[config.mk]
export PLATFORM = sky130hd
export DESIGN_NAME = uart_tx_fifo_flat
export DESIGN_NICKNAME = d
export VERILOG_FILES = /design/src/rtl/uart_tx_fifo_if.sv /design/src/rtl/uart_tx_fifo.sv /design/src/flat_wrapper.sv
export SDC_FILE = /design/constraint.sdc
export NUM_CORES = 1
export LEC_CHECK = 0
export BUFFER_PORTS_ARGS = -buffer_cell sky130_fd_sc_hd__buf_2
export CAP_MARGIN = 20
export CORE_MARGIN = 3
export CORE_UTILIZATION = 57
export CTS_CLUSTER_SIZE = 16
export DETAILED_ROUTE_END_ITERATION = 8
export PLACE_DENSITY = 0.77
export SYNTH_ARGS = -nofsm -noshare
export SYNTH_HDL_FRONTEND = slang
export SYNTH_SLANG_ARGS = --single-unit
[constraint.sdc]
create_clock -name ck -period 3.5 [get_ports ck]
set_clock_uncertainty 0.2 [all_clocks]
set_input_delay 0 -clock ck [delete_from_list [all_inputs] [get_ports ck]]
set_output_delay 0 -clock ck [all_outputs]
set_load 0.005 [all_outputs]
[src/rtl/uart_tx_fifo_if.sv]
// Byte handshake between the bus writer / UART serialiser (master) and the TX FIFO (slave).
// Write side: wrData/wrValid/wrReady. Read side: txData/txDataReady/txDataRead.
interface uart_tx_fifo_if;
  logic [7:0] wrData;
  logic       wrValid;
  logic       wrReady;
  logic [7:0] txData;
  logic       txDataReady;
  logic       txDataRead;

  modport master (
    output wrData, wrValid, txDataRead,
    input  wrReady, txData, txDataReady
  );

  modport slave (
    input  wrData, wrValid, txDataRead,
    output wrReady, txData, txDataReady
  );
endinterface

[src/rtl/uart_tx_fifo.sv]
// Show-ahead circular byte buffer feeding the UART transmitter.
// Drain detection produces eventReadyTx; overflow is a sticky flag for rejected writes.
module uart_tx_fifo #(
  parameter  int DEPTH = 8,
  localparam int AW    = $clog2(DEPTH)
) (
  input  logic          ck,
  input  logic          arst_n,
  input  logic          uartTxEnable,
  uart_tx_fifo_if.slave bus,
  output logic [AW:0]   level,
  output logic          full,
  output logic          empty,
  output logic          eventReadyTx,
  output logic          overflow,
  input  logic          overflowClr
);

  localparam logic [AW:0] FULL_CNT = (AW+1)'(DEPTH);
  localparam logic [AW:0] ONE_CNT  = (AW+1)'(1);

  logic [7:0]    mem [DEPTH];
  logic [AW-1:0] wp;
  logic [AW-1:0] rp;
  logic [AW:0]   cnt;
  logic          push;
  logic          pop;

  assign level = cnt;
  assign full  = (cnt == FULL_CNT);
  assign empty = (cnt == '0);

  assign bus.wrReady     = !full  && uartTxEnable;
  assign bus.txDataReady = !empty && uartTxEnable;
  assign bus.txData      = mem[rp];

  // Handshakes qualified only by registered readies, so a full FIFO rejects a push even when popping.
  assign push = bus.wrValid    && bus.wrReady;
  assign pop  = bus.txDataRead && bus.txDataReady;

  always_ff @(posedge ck or negedge arst_n) begin
    if (!arst_n) begin
      wp           <= '0;
      rp           <= '0;
      cnt          <= '0;
      eventReadyTx <= 1'b0;
    end else if (!uartTxEnable) begin
      wp           <= '0;
      rp           <= '0;
      cnt          <= '0;
      eventReadyTx <= 1'b0;
    end else begin
      if (push) wp <= wp + 1'b1;
      if (pop)  rp <= rp + 1'b1;
      case ({push, pop})
        2'b10:   cnt <= cnt + 1'b1;
        2'b01:   cnt <= cnt - 1'b1;
        default: cnt <= cnt;
      endcase
      eventReadyTx <= pop && !push && (cnt == ONE_CNT);
    end
  end

  // Set has priority over clear; a disabled path never flags overflow.
  always_ff @(posedge ck or negedge arst_n) begin
    if (!arst_n) begin
      overflow <= 1'b0;
    end else if (bus.wrValid && full && uartTxEnable) begin
      overflow <= 1'b1;
    end else if (overflowClr) begin
      overflow <= 1'b0;
    end
  end

  // NOTE: storage is deliberately left unreset; contents are only read behind a valid count.
  always_ff @(posedge ck) begin
    if (push) mem[wp] <= bus.wrData;
  end

endmodule

[src/flat_wrapper.sv]
// flat-port wrapper written by rule: the top's interface ports become plain ports
module uart_tx_fifo_flat 
#(
  parameter  int DEPTH = 8,
  localparam int AW    = $clog2(DEPTH)
)
  (ck, arst_n, uartTxEnable, level, full, empty, eventReadyTx, overflow, overflowClr, bus_wrData, bus_wrValid, bus_txDataRead, bus_wrReady, bus_txData, bus_txDataReady);
  uart_tx_fifo_if bus_i ();
  input  logic ck;
  input  logic arst_n;
  input  logic uartTxEnable;
  output logic [AW:0] level;
  output logic full;
  output logic empty;
  output logic eventReadyTx;
  output logic overflow;
  input  logic overflowClr;
  input wire logic [$bits(bus_i.wrData)-1:0] bus_wrData;
  input wire logic [$bits(bus_i.wrValid)-1:0] bus_wrValid;
  input wire logic [$bits(bus_i.txDataRead)-1:0] bus_txDataRead;
  output wire logic [$bits(bus_i.wrReady)-1:0] bus_wrReady;
  output wire logic [$bits(bus_i.txData)-1:0] bus_txData;
  output wire logic [$bits(bus_i.txDataReady)-1:0] bus_txDataReady;
  assign bus_i.wrData = bus_wrData;
  assign bus_i.wrValid = bus_wrValid;
  assign bus_i.txDataRead = bus_txDataRead;
  assign bus_wrReady = bus_i.wrReady;
  assign bus_txData = bus_i.txData;
  assign bus_txDataReady = bus_i.txDataReady;
  uart_tx_fifo #(.DEPTH(DEPTH)) u_core (.ck(ck), .arst_n(arst_n), .uartTxEnable(uartTxEnable), .bus(bus_i), .level(level), .full(full), .empty(empty), .eventReadyTx(eventReadyTx), .overflow(overflow), .overflowClr(overflowClr));
endmodule
==> key figures <==
Die
  – I/O Pins: 32
  – Initial Util: 0.6137
  – Row count: 26
  – Die span in y: around 80 um
  – Core Box Area: between 0.005 and 0.006 mm^2
  – Die ar.: about 0.0067 mm^2
  – Die W: between 80 and 90 um

Finish
  – Fill count: 331
  – Nets: 270
  – Share of layout cells above drive strength 1: 0.3047
  – Final antenna diode count: 0
  – Multi-input logic area: 974.7 um^2
  – Sequential cell area: 0.002222 mm^2
  – Post-Layout Inst Area: 0.003887 mm^2
  – Area Growth Syn to Fin: 19.45%

Power
  – Worst ir drop on vdd: 0.3893 mV
  – P_leak: approximately 1.4 nW
  – Power Dens Cells: 602.4 mW/mm^2

Place
  – Post-DP HPWL: ~4000 um
  – IO buf count: 31
  – DP Worst Slack: just under 0.8 ns
  – Placement-stage cell area: 0.003511 mm^2
  – RD Place Congestion: 0.9409

Synth
  – Post-synthesis share of cell area spent on xor and xnor gates: 0.01346
  – Top cells by area, synth: edfxtp_1, mux4_2, dfrtp_1, mux2_2, nand2_1
  – Cell taking the most area after synthesis: edfxtp_1
  – Adder-cell area share of the yosys netlist: 0.01922
  – Most used flip-flop cell after synthesis: edfxtp_1
  – Post-synthesis compound-gate area fraction: 0.03922
  – Post-synth top area share: 0.5905
  – YS warnings: 0
  – Syn Area/Cell: 16.78 um^2
  – Top-count cell post-synth: edfxtp_1
  – Synth Area in Simple Gates: 0.08304
  – Mapped Cells: between 150 and 200
  – Mux contribution to synthesized area: 0.1446
  – Most common library cells after synthesis: edfxtp_1, nand2_1, mux4_2, dfrtp_1, mux2_2
  – Post-synthesis sequential area ratio: 0.6828
  – Distinct cells, synth: 36
  – Post-synth EDFFs: 64
  – FF+latch count, synth: 76
  – Synth async-reset ratio: 0.1579
  – Synth Cell Area: 0.003254 mm^2
  – Main combinational cell family by area after synthesis: multiplexers
  – Synth Net Count: 213

Global routing
  – Routing usage on met1: 0.2687
  – Met3 Use GR: 0.04825
  – Antenna violations before repair: 0
  – GRT met2 Usage: 0.3713
  – GRT busiest layer: met2
  – GRT overflow: 0
  – Gr usage total: 0.2175
  – First-pass GRT wire length: 10,250 um
  – Number of global-route vias before repair: 1,961
  – Largest net degree at the start of global routing: 19

Worst setup path
  – Max incr delay on CP: between 0.5 and 0.6 ns
  – Top delay family on crit path: buffers and inverters
  – CP max FO: 7
  – Crit. End Element: flip-flop
  – CP Buf/Inv Count: 3
  – CP max stage cell: dlygate4sd3_1
  – RR Endpoint: u_core.level[2]$_DFFE_PN0P_
  – FF-to-FF Start: u_core.level[1]$_DFFE_PN0P_
  – R2R setup slack: between 0.6 and 0.7 ns
  – Arr. time, crit path: 2.85 ns
  – Worst setup SP type: flip-flop
  – Cell Chain, Critical Path: inv_1, ha_1, nand2_1, o22ai_1, nand2_1, nand2_1, dlygate4sd3_1, a21oi_1, dlygate4sd3_1
  – Worst r2r path cells: 9
  – Critical path class: reg -> reg
  – Critical path depth in cells: 9
  – Worst EP required: approximately 3.5 ns
  – CP startpoint: u_core.level[1]$_DFFE_PN0P_
  – Worst setup path endpoint: u_core.level[2]$_DFFE_PN0P_
  – Most Frequent Cell on Critical Path: nand2_1

Clock tree
  – CTS tree: done
  – CTS Buf Count: 9
  – Clock sink total: between 70 and 80
  – Deepest clock path buffer count: 2
  – Setup bufs post-CTS: 0
  – Worst-skew pair later-pin latency: ~0.33 ns
  – Root Driver: clkbuf_8
  – Clock transition at path regs: 0.07 ns
  – H-tree depth: 3

Routing
  – Initial DRC Count: between 100 and 150
  – Via count: 1,898
  – Drt first pass iters: 5
  – Via-to-Cell Ratio: between 5 and 6
  – Post-Route WL: between 6000 and 7000 um
  – DR DRC count: 0
  – Antenna Nets Post-Route: 0
  – Routed len/inst: 19.47 um

STA
  – Max Slew Vio Count: 0
  – Maximum clock frequency: 353.4 MHz
  – Worst-Margin Slew: around 0.83 ns
  – Post-route setup slack: 0.6702 ns
  – Period utilization: 0.8085
  – Setup TNS: 0 ns
  – Final Hold Vio Count: 0
  – Unrepaired setup endpoints after global routing: no
  – Normalized max-slew margin: 0.4492
  – Final setup violation count: 0
  – Final worst path period need: 2.830 ns

Outcome
  – Status: complete, no violations

Hold path
  – HP Class: in -> reg

Flow run
  – Max-cap violations: 0
## metal layers
metal / part of all wire / up-vias
li1: - / 863
met4: 0.020 / 0
met3: 0.049 / 17
met1: 0.41 / 943
met5: 0 / -
met2: 0.52 / 75
## cell families after synthesis
logic type	Yosys count
adder cells (fa/ha/maj)	5
buffers and inverters	14
AO/OA/AOI/OAI	16
XOR/XNOR	5
flip-flops	76
multiplexers	26
AND/OR/NAND/NOR	52
## power breakdown
group / total, W / internal [W] / switching [W] / leakage, nW
registers: 0.00108 / 0.00103 / 0.0000575 / 0.742
logic: 0.000569 / 0.000301 / 0.000268 / 0.559
clock network: 0.000689 / 0.000395 / 0.000295 / 0.0990
total: 0.00234 / 0.00172 / 0.000621 / 1.40
## through the flow
stage | hold WS [ns] | utilization | total power, W | instances
3_5_place_dp | -0.3021 | 0.6621 | 0.001658 | 293
2_1_floorplan | -0.4956 | - | 0.001491 | 194
3_3_place_gp | -0.3132 | 0.6621 | 0.001623 | 293
4_1_cts | 0.2590 | 0.7331 | 0.002356 | 326
6_report | 0.2772 | 0.7331 | 0.002342 | 326
5_1_grt | 0.2731 | 0.7331 | 0.002454 | 326
## worst min path at each step
stage	start	to	slack [ns]	cells after the start
5_1_grt	bus_wrData[2]	u_core.mem[7][2]$_DFFE_PP_	0.27	2
6_report	bus_wrData[5]	u_core.mem[0][5]$_DFFE_PP_	0.28	2
3_3_place_gp	arst_n	u_core.wp[0]$_DFFE_PN0P_	-0.31	1
2_1_floorplan	arst_n	u_core.eventReadyTx$_DFF_PN0_	-0.50	0
4_1_cts	bus_wrData[4]	u_core.mem[2][4]$_DFFE_PP_	0.26	2
3_5_place_dp	arst_n	u_core.overflow$_DFFE_PN0P_	-0.30	1
## registers in the layout, indices dropped and copies added, names as in the netlist
name,cells
u_core.eventReadyTx,1
u_core.level,4
u_core.rp,3
u_core.overflow,1
u_core.wp,3
u_core.mem,64
## cell type report
type | instances | share of cell area
sequential | 76 | 0.5716
multi-input combinational | 104 | 0.2507
timing repair buffer | 55 | 0.09720
clock buffer | 10 | 0.03283
tap | 70 | 0.02253
clock inverter | 6 | 0.02028
inverter | 5 | 0.004828
## timing repair
item | 4_1_cts | 5_1_grt
gates resized for setup | 0 | 0
hold buffers | 17 | 0
hold endpoints to repair | 88 | 0
## placed cells by master, fill, tap and decap left out, drive strengths merged, types with 2 or more instances in the layout
cell	Yosys	layout
nor2b	6	6
mux4	16	16
o22ai	2	2
nor2	6	6
and2	5	5
a211o	2	2
dlygate4sd3	0	17
o21ai	2	2
o2111ai	2	2
nand3	4	4
xnor2	4	4
nand2b	3	3
buf	7	38
inv	5	5
clkbuf	2	10
a21oi	2	2
edfxtp	64	64
clkinv	0	3
nor3	4	4
bufinv	0	2
mux2i	2	2
dfrtp	12	12
ha	5	5
mux2	8	8
nand2	19	19
## worst reg2reg max path, stage by stage (launching register included)
cell and delay, ns:
dfrtp_1 0.46, inv_1 0.15, ha_1 0.37, nand2_1 0.09, o22ai_1 0.14, nand2_1 0.08, nand2_1 0.07, dlygate4sd3_1 0.56
a21oi_1 0.04, dlygate4sd3_1 0.56
Power figures use the tool's default switching activity.
